==> src/rtl/mem_port_arbiter_if.sv <==
// rtl/mem_port_arbiter_if.sv - shared single-port memory bus between the arbiter and the memory
//
// Purpose: bundles the request/response signals of the shared memory port.
// Signals:
//   mem_req    arbiter -> memory  access request, fields below stable while high
//   mem_we     arbiter -> memory  1 = store, 0 = load
//   mem_ctrl   arbiter -> memory  access size/sign code
//   mem_addr   arbiter -> memory  access address
//   mem_wdata  arbiter -> memory  store data
//   mem_ready  memory -> arbiter  one-cycle completion strobe
//   mem_rdata  memory -> arbiter  read data, valid with mem_ready
// Modports: master (arbiter side), slave (memory side).
interface mem_port_arbiter_if;
  logic        mem_req;
  logic        mem_we;
  logic [2:0]  mem_ctrl;
  logic [63:0] mem_addr;
  logic [63:0] mem_wdata;
  logic        mem_ready;
  logic [63:0] mem_rdata;

  modport master (
    output mem_req, mem_we, mem_ctrl, mem_addr, mem_wdata,
    input  mem_ready, mem_rdata
  );

  modport slave (
    input  mem_req, mem_we, mem_ctrl, mem_addr, mem_wdata,
    output mem_ready, mem_rdata
  );
endinterface

==> src/rtl/mem_port_arbiter.sv <==
// rtl/mem_port_arbiter.sv - arbitrates instruction-fetch and data requests onto one memory port
//
// Purpose: serves one fetch or data request at a time on a shared single-port
// memory, data side first, with an 8-bit watchdog that completes a stalled
// access with zero data and err.
// Ports:
//   clk, rst                    clock, synchronous active-high reset
//   if_req/if_addr              fetch request and address (held until if_valid)
//   if_valid/if_rdata           one-cycle fetch completion, instruction word
//   dm_req/dm_we/dm_ctrl/
//   dm_addr/dm_wdata            data request fields (held until dm_valid)
//   dm_valid/dm_rdata           one-cycle data completion, load data (0 for stores)
//   mem                         shared memory bus (mem_port_arbiter_if.master)
//   err                         pulses with a valid when the access timed out
//   busy                        high whenever the FSM is not IDLE
// Configuration:
//   ARB_IF_STARVE_GUARD_EN      when defined, a fetch request waiting behind three
//                               consecutive data grants is granted next.
module mem_port_arbiter (
  input  logic                      clk,
  input  logic                      rst,
  input  logic                      if_req,
  input  logic [63:0]               if_addr,
  output logic                      if_valid,
  output logic [31:0]               if_rdata,
  input  logic                      dm_req,
  input  logic                      dm_we,
  input  logic [2:0]                dm_ctrl,
  input  logic [63:0]               dm_addr,
  input  logic [63:0]               dm_wdata,
  output logic                      dm_valid,
  output logic [63:0]               dm_rdata,
  mem_port_arbiter_if.master        mem,
  output logic                      err,
  output logic                      busy
);

  typedef enum logic [1:0] {
    IDLE   = 2'd0,
    IF_ACC = 2'd1,
    DM_ACC = 2'd2,
    DONE   = 2'd3
  } state_t;

  // The access times out on the cycle the watchdog would step from 254 to 255,
  // which is the 255th access cycle without mem_ready.
  localparam logic [7:0] WD_LAST = 8'd254;

  state_t      state_q;
  logic [7:0]  wd_q;
  logic        mem_req_q;
  logic        mem_we_q;
  logic [2:0]  mem_ctrl_q;
  logic [63:0] mem_addr_q;
  logic [63:0] mem_wdata_q;
  logic        if_valid_q;
  logic        dm_valid_q;
  logic [31:0] if_rdata_q;
  logic [63:0] dm_rdata_q;
  logic        err_q;

  logic        grant_if;
  logic        grant_dm;

`ifdef ARB_IF_STARVE_GUARD_EN
  logic [1:0]  starve_q;

  assign grant_if = if_req && (!dm_req || (starve_q == 2'd3));

  // Counts data grants taken while a fetch was waiting; any fetch grant or an
  // arbitration cycle without a fetch request restarts the count.
  always_ff @(posedge clk) begin
    if (rst) begin
      starve_q <= 2'd0;
    end else if (state_q == IDLE) begin
      if (!if_req || grant_if) begin
        starve_q <= 2'd0;
      end else if (grant_dm) begin
        starve_q <= starve_q + 2'd1;
      end
    end
  end
`else
  assign grant_if = if_req && !dm_req;
`endif

  assign grant_dm = dm_req && !grant_if;

  always_ff @(posedge clk) begin
    if (rst) begin
      state_q     <= IDLE;
      wd_q        <= 8'd0;
      mem_req_q   <= 1'b0;
      mem_we_q    <= 1'b0;
      mem_ctrl_q  <= 3'd0;
      mem_addr_q  <= 64'd0;
      mem_wdata_q <= 64'd0;
      if_valid_q  <= 1'b0;
      dm_valid_q  <= 1'b0;
      if_rdata_q  <= 32'd0;
      dm_rdata_q  <= 64'd0;
      err_q       <= 1'b0;
    end else begin
      case (state_q)
        IDLE: begin
          // The mem_* registers double as the latched request fields.
          if (grant_dm) begin
            state_q     <= DM_ACC;
            wd_q        <= 8'd0;
            mem_req_q   <= 1'b1;
            mem_we_q    <= dm_we;
            mem_ctrl_q  <= dm_ctrl;
            mem_addr_q  <= dm_addr;
            mem_wdata_q <= dm_wdata;
          end else if (grant_if) begin
            state_q     <= IF_ACC;
            wd_q        <= 8'd0;
            mem_req_q   <= 1'b1;
            mem_we_q    <= 1'b0;
            mem_ctrl_q  <= 3'd0;
            mem_addr_q  <= if_addr;
            mem_wdata_q <= 64'd0;
          end
        end

        IF_ACC, DM_ACC: begin
          // mem_ready wins over a simultaneous timeout.
          if (mem.mem_ready || (wd_q == WD_LAST)) begin
            state_q   <= DONE;
            mem_req_q <= 1'b0;
            err_q     <= !mem.mem_ready;
            if (state_q == IF_ACC) begin
              if_valid_q <= 1'b1;
              if_rdata_q <= mem.mem_ready ? mem.mem_rdata[31:0] : 32'd0;
            end else begin
              dm_valid_q <= 1'b1;
              dm_rdata_q <= (mem.mem_ready && !mem_we_q) ? mem.mem_rdata : 64'd0;
            end
          end else begin
            wd_q <= wd_q + 8'd1;
          end
        end

        DONE: begin
          state_q    <= IDLE;
          if_valid_q <= 1'b0;
          dm_valid_q <= 1'b0;
          err_q      <= 1'b0;
        end

        default: begin
          state_q <= IDLE;
        end
      endcase
    end
  end

  assign mem.mem_req   = mem_req_q;
  assign mem.mem_we    = mem_we_q;
  assign mem.mem_ctrl  = mem_ctrl_q;
  assign mem.mem_addr  = mem_addr_q;
  assign mem.mem_wdata = mem_wdata_q;
  assign if_valid      = if_valid_q;
  assign if_rdata      = if_rdata_q;
  assign dm_valid      = dm_valid_q;
  assign dm_rdata      = dm_rdata_q;
  assign err           = err_q;
  assign busy          = (state_q != IDLE);

endmodule
==> src/flat_wrapper.sv <==
// flat-port wrapper written by rule: the top's interface ports become plain ports
module mem_port_arbiter_flat 
  (clk, rst, if_req, if_addr, if_valid, if_rdata, dm_req, dm_we, dm_ctrl, dm_addr, dm_wdata, dm_valid, dm_rdata, err, busy, mem_mem_req, mem_mem_we, mem_mem_ctrl, mem_mem_addr, mem_mem_wdata, mem_mem_ready, mem_mem_rdata);
  mem_port_arbiter_if mem_i ();
  input  logic clk;
  input  logic rst;
  input  logic if_req;
  input  logic [63:0] if_addr;
  output logic if_valid;
  output logic [31:0] if_rdata;
  input  logic dm_req;
  input  logic dm_we;
  input  logic [2:0] dm_ctrl;
  input  logic [63:0] dm_addr;
  input  logic [63:0] dm_wdata;
  output logic dm_valid;
  output logic [63:0] dm_rdata;
  output logic err;
  output logic busy;
  output wire logic [$bits(mem_i.mem_req)-1:0] mem_mem_req;
  output wire logic [$bits(mem_i.mem_we)-1:0] mem_mem_we;
  output wire logic [$bits(mem_i.mem_ctrl)-1:0] mem_mem_ctrl;
  output wire logic [$bits(mem_i.mem_addr)-1:0] mem_mem_addr;
  output wire logic [$bits(mem_i.mem_wdata)-1:0] mem_mem_wdata;
  input wire logic [$bits(mem_i.mem_ready)-1:0] mem_mem_ready;
  input wire logic [$bits(mem_i.mem_rdata)-1:0] mem_mem_rdata;
  assign mem_mem_req = mem_i.mem_req;
  assign mem_mem_we = mem_i.mem_we;
  assign mem_mem_ctrl = mem_i.mem_ctrl;
  assign mem_mem_addr = mem_i.mem_addr;
  assign mem_mem_wdata = mem_i.mem_wdata;
  assign mem_i.mem_ready = mem_mem_ready;
  assign mem_i.mem_rdata = mem_mem_rdata;
  mem_port_arbiter u_core (.clk(clk), .rst(rst), .if_req(if_req), .if_addr(if_addr), .if_valid(if_valid), .if_rdata(if_rdata), .dm_req(dm_req), .dm_we(dm_we), .dm_ctrl(dm_ctrl), .dm_addr(dm_addr), .dm_wdata(dm_wdata), .dm_valid(dm_valid), .dm_rdata(dm_rdata), .mem(mem_i), .err(err), .busy(busy));
endmodule
==> config.mk <==
export PLATFORM = sky130hd
export DESIGN_NAME = mem_port_arbiter_flat
export DESIGN_NICKNAME = d
export VERILOG_FILES = /design/src/rtl/mem_port_arbiter_if.sv /design/src/rtl/mem_port_arbiter.sv /design/src/flat_wrapper.sv
export SDC_FILE = /design/constraint.sdc
export NUM_CORES = 1
export LEC_CHECK = 0
export BUFFER_PORTS_ARGS = -buffer_cell sky130_fd_sc_hd__buf_4
export CAP_MARGIN = 40
export CORE_AREA = 2 2 195 197
export CTS_CLUSTER_DIAMETER = 200
export DETAILED_ROUTE_END_ITERATION = 10
export DIE_AREA = 0 0 197 199
export GPL_ROUTABILITY_DRIVEN = 1
export PLACE_DENSITY = 0.59
export SLEW_MARGIN = 30
export SYNTH_ARGS = -nofsm -noshare
export SYNTH_HDL_FRONTEND = slang
export SYNTH_SLANG_ARGS = --single-unit
==> constraint.sdc <==
create_clock -name clk -period 5.1 [get_ports clk]
set_input_delay 0.51 -clock clk [delete_from_list [all_inputs] [get_ports clk]]
set_output_delay 0.51 -clock clk [all_outputs]
set_load 0.02 [all_outputs]
==> insert_results.sql <==
INSERT INTO impl_metrics (metric_group, metric, value, unit) VALUES
('outcome', 'status', 'finished, final reports clean', ''),
('timing', 'timing.setup.tns', '0', 'ns'),
('place', 'globalplace.congestion', '0.762', ''),
('detailed_routing', 'dr_total_vias', '8682', ''),
('power_and_ir_drop', 'power.static_leakage', '6.57', 'nW'),
('power_and_ir_drop', 'netSwitchingPower', '0.00259', 'W'),
('critical_path', 'crit_type', 'flop to flop', ''),
('die', 'die_width', '197', 'um'),
('clock_tree', 'cts_setup_buffers', '0', ''),
('detailed_routing', 'drt-wirelength-per-cell', '16.8', 'um'),
('logic_synthesis', 'ys.flop_type', 'dfxtp_1', ''),
('critical_path', 'cp_max_fo', '33', ''),
('logic_synthesis', 'yosysSeqAreaShare', '50.9', '%'),
('cells_and_area', 'seqCellArea', '0.00484', 'sq mm'),
('logic_synthesis', 'synth_fp_nets', '1239', ''),
('logic_synthesis', 'post_synth.cell_area_avg', '9.83', 'sq um'),
('critical_path', 'critical_path.endpoint_type', 'flop', ''),
('place', 'dp_hpwl', '23700', 'um'),
('place', 'placed_cell_area', '0.0136', 'sq mm'),
('timing', 'rsz0062_at_grt', 'no', ''),
('cells_and_area', 'n_antenna_cell', '0', ''),
('timing', 'fmax', '0.391', 'GHz'),
('logic_synthesis', 'yosys.cell_count.top_type', 'dfxtp_1', ''),
('detailed_routing', 'vias_per_cell', '4.52', ''),
('timing', 'timing.slew.headroom', '48.4', '%'),
('timing', 'fin_worst_skew', '0.0117', 'ns'),
('critical_path', 'critical_path.reg2reg.startpoint', 'u_core.wd_q[0]', ''),
('critical_path', 'critical-path-max-stage-delay', '0.58', 'ns'),
('critical_path', 'path_depth', '7', ''),
('place', 'numPortBuffers', '497', ''),
('critical_path', 'critical_path.top_delay_family', 'simple AND/OR/NAND/NOR gates', ''),
('grt', 'grt_pass1_wl', '47900', 'um'),
('cells_and_area', 'layout.cell_area.non_filler', '0.0146', 'sq mm'),
('critical_path', 'timing.critical_path.from', 'u_core.wd_q[0]', ''),
('cells_and_area', 'layout.nets', '1696', ''),
('clock_tree', 'clkSinkCount', '242', ''),
('die', 'io_pins', '498', ''),
('cells_and_area', 'post_route_cells_drive_above_1_share', '39.3', '%'),
('clock_tree', 'clkLatencyLatePin', '0.54', 'ns'),
('logic_synthesis', 'synth.largest_area_cell', 'dfxtp_1', ''),
('power_and_ir_drop', 'p_seq_share', '33.9', '%'),
('detailed_routing', 'initialDrtViolationCount', '360', ''),
('logic_synthesis', 'synth_area_leaders', 'dfxtp_1 (51%), mux2i_1 (14%), nor2_1 (5.6%), a22oi_1 (5.4%), a211oi_1 (5.1%)', ''),
('logic_synthesis', 'synth.distinct_cells', '42', ''),
('cells_and_area', 'final_core_util', '39.4', '%'),
('cells_and_area', 'flow.area_growth_from_synthesis', '53.8', '%'),
('clock_tree', 'cts.path.max_buffers', '3', ''),
('critical_path', 'worst_r2r_path_depth', '7', ''),
('critical_path', 'worst_r2r_endpoint', 'u_core.dm_rdata[60]', ''),
('die', 'starting_density_of_the_core', '25.6', '%'),
('power_and_ir_drop', 'power_switching_share', '35.7', '%'),
('logic_synthesis', 'async_reset_ff_share', '0', '%'),
('critical_path', 'worstPathRequired', '5.56', 'ns'),
('clock_tree', 'cts_htree_levels', '1', ''),
('die', 'die_h', '199', 'um'),
('logic_synthesis', 'synth_edf_count', '0', ''),
('logic_synthesis', 'netlist.area_leader.share', '50.9', '%'),
('clock_tree', 'worst_setup_hold_path_clk_slew', '0.06', 'ns'),
('logic_synthesis', 'post_synthesis_instance_area', '0.00951', 'sq mm'),
('grt', 'grt_antenna_before_repair', '1', ''),
('detailed_routing', 'detail_route.drc_violations', '0', ''),
('power_and_ir_drop', 'share_clk_of_total_power', '30.3', '%'),
('clock_tree', 'postCtsHoldBufs', '0', ''),
('power_and_ir_drop', 'internal-power', '0.00465', 'W'),
('die', 'core', '0.0371', 'sq mm'),
('run', 'max_cap_violations', '0', ''),
('critical_path', 'kind_of_start_point_of_the_critical_path', 'flop', ''),
('power_and_ir_drop', 'ir_drop', '0.239', 'mV'),
('grt', 'largest_net_degree_at_the_start_of_global_routing', '79', ''),
('cells_and_area', 'multi_input_comb_area', '0.00429', 'sq mm'),
('clock_tree', 'cts_resized', '0', '');
## per-layer routing
layer	GRT usage, %	part of all wire (%)	routed length (um)	vias to the layer above
li1	-	-	-	4330
met3	4.95	8.7	2810	63
met5	0	0.037	12	-
met4	4.82	3.1	1000	2
met2	27.0	49	15700	354
met1	17.8	39	12600	3933
## cell usage in the layout, fill, tap and decap left out, types with 3 or more instances in the layout
| cell type | count |
|---|---|
| a22o_1 | 33 |
| clkbuf_8 | 8 |
| inv_1 | 6 |
| inv_6 | 3 |
| a311oi_1 | 3 |
| nand3_1 | 6 |
| bufinv_16 | 4 |
| clkinvlp_4 | 3 |
| a21oi_1 | 7 |
| buf_4 | 507 |
| mux2i_1 | 130 |
| a22oi_1 | 68 |
| clkbuf_16 | 29 |
| nand2b_1 | 64 |
| ha_1 | 7 |
| clkinv_2 | 4 |
| nor3_1 | 4 |
| nor2_1 | 141 |
| a211oi_1 | 65 |
| nand2_1 | 74 |
| dfxtp_1 | 242 |
## how the worst min path moves through the flow
stage / startpoint / to / slack, ns
CTS: mem_mem_rdata[22] / u_core.if_rdata[22] / 0.15
detailed placement: u_core.dm_rdata[33] / u_core.dm_rdata[33] / 0.46
finish: mem_mem_rdata[29] / u_core.if_rdata[29] / 0.19
global placement: u_core.dm_rdata[37] / u_core.dm_rdata[37] / 0.46
floorplan: u_core.wd_q[7] / u_core.wd_q[7] / 0.46
global route: mem_mem_rdata[12] / u_core.if_rdata[12] / 0.16
## state kept, by name (all words and copies together) (netlist names)
register	cells
u_core.if_valid	1
u_core.err	1
u_core.mem.mem_req	1
u_core.mem.mem_ctrl	3
u_core.dm_rdata	64
u_core.state_q	2
u_core.wd_q	8
u_core.mem.mem_addr	64
u_core.if_rdata	32
u_core.mem.mem_we	1
u_core.dm_valid	1
u_core.mem.mem_wdata	64
## cells by family after synthesis
| logic type | after synthesis | share of synthesized area, % |
|---|---|---|
| flip-flops | 242 | 50.9 |
| multiplexers | 130 | 13.7 |
| AO/OA/AOI/OAI | 192 | 15.6 |
| buffers and inverters | 89 | 4.26 |
| AND/OR/NAND/NOR | 307 | 14.6 |
| adder cells (fa/ha/maj) | 7 | 0.921 |
## cell type report
class                           instances  area share [%]
Sequential cell                       242            33.1
Clock inverter                         14            1.29
Timing Repair Buffer                  509            26.3
Inverter                                6           0.154
Multi-Input combinational cell        636            29.3
Tap cell                              474            4.06
Clock buffer                           38            5.74
## worst reg2reg max path, cell delays in order, from the launching register on
cell and delay (ns):
dfxtp_1 0.34, inv_1 0.07, ha_1 0.15, and3_1 0.28, a21o_1 0.23, and2_4 0.55, buf_4 0.58, mux2i_1 0.29
## power by group through the flow
stage | Sequential [W] | Combinational, W | Clock, W
6_report | 0.00245 | 0.00259 | 0.00220
5_1_grt | 0.00250 | 0.00283 | 0.00235
4_1_cts | 0.00245 | 0.00263 | 0.00227
3_5_place_dp | 0.00249 | 0.00263 | 0
3_3_place_gp | 0.00248 | 0.00260 | 0
2_1_floorplan | 0.00289 | 0.00116 | 0
## per-stage QoR
step | setup WS [ns] | hold WS (ns) | power (W) | std cells
final | 2.55 | 0.191 | 0.00724 | 1919
after global routing | 2.34 | 0.162 | 0.00768 | 1919
after CTS | 2.48 | 0.150 | 0.00736 | 1919
after detailed placement | 2.51 | 0.464 | 0.00512 | 1867
after global placement | 2.53 | 0.458 | 0.00508 | 1866
after floorplan | 3.18 | 0.456 | 0.00405 | 967
(Power assumes the default switching activity.)
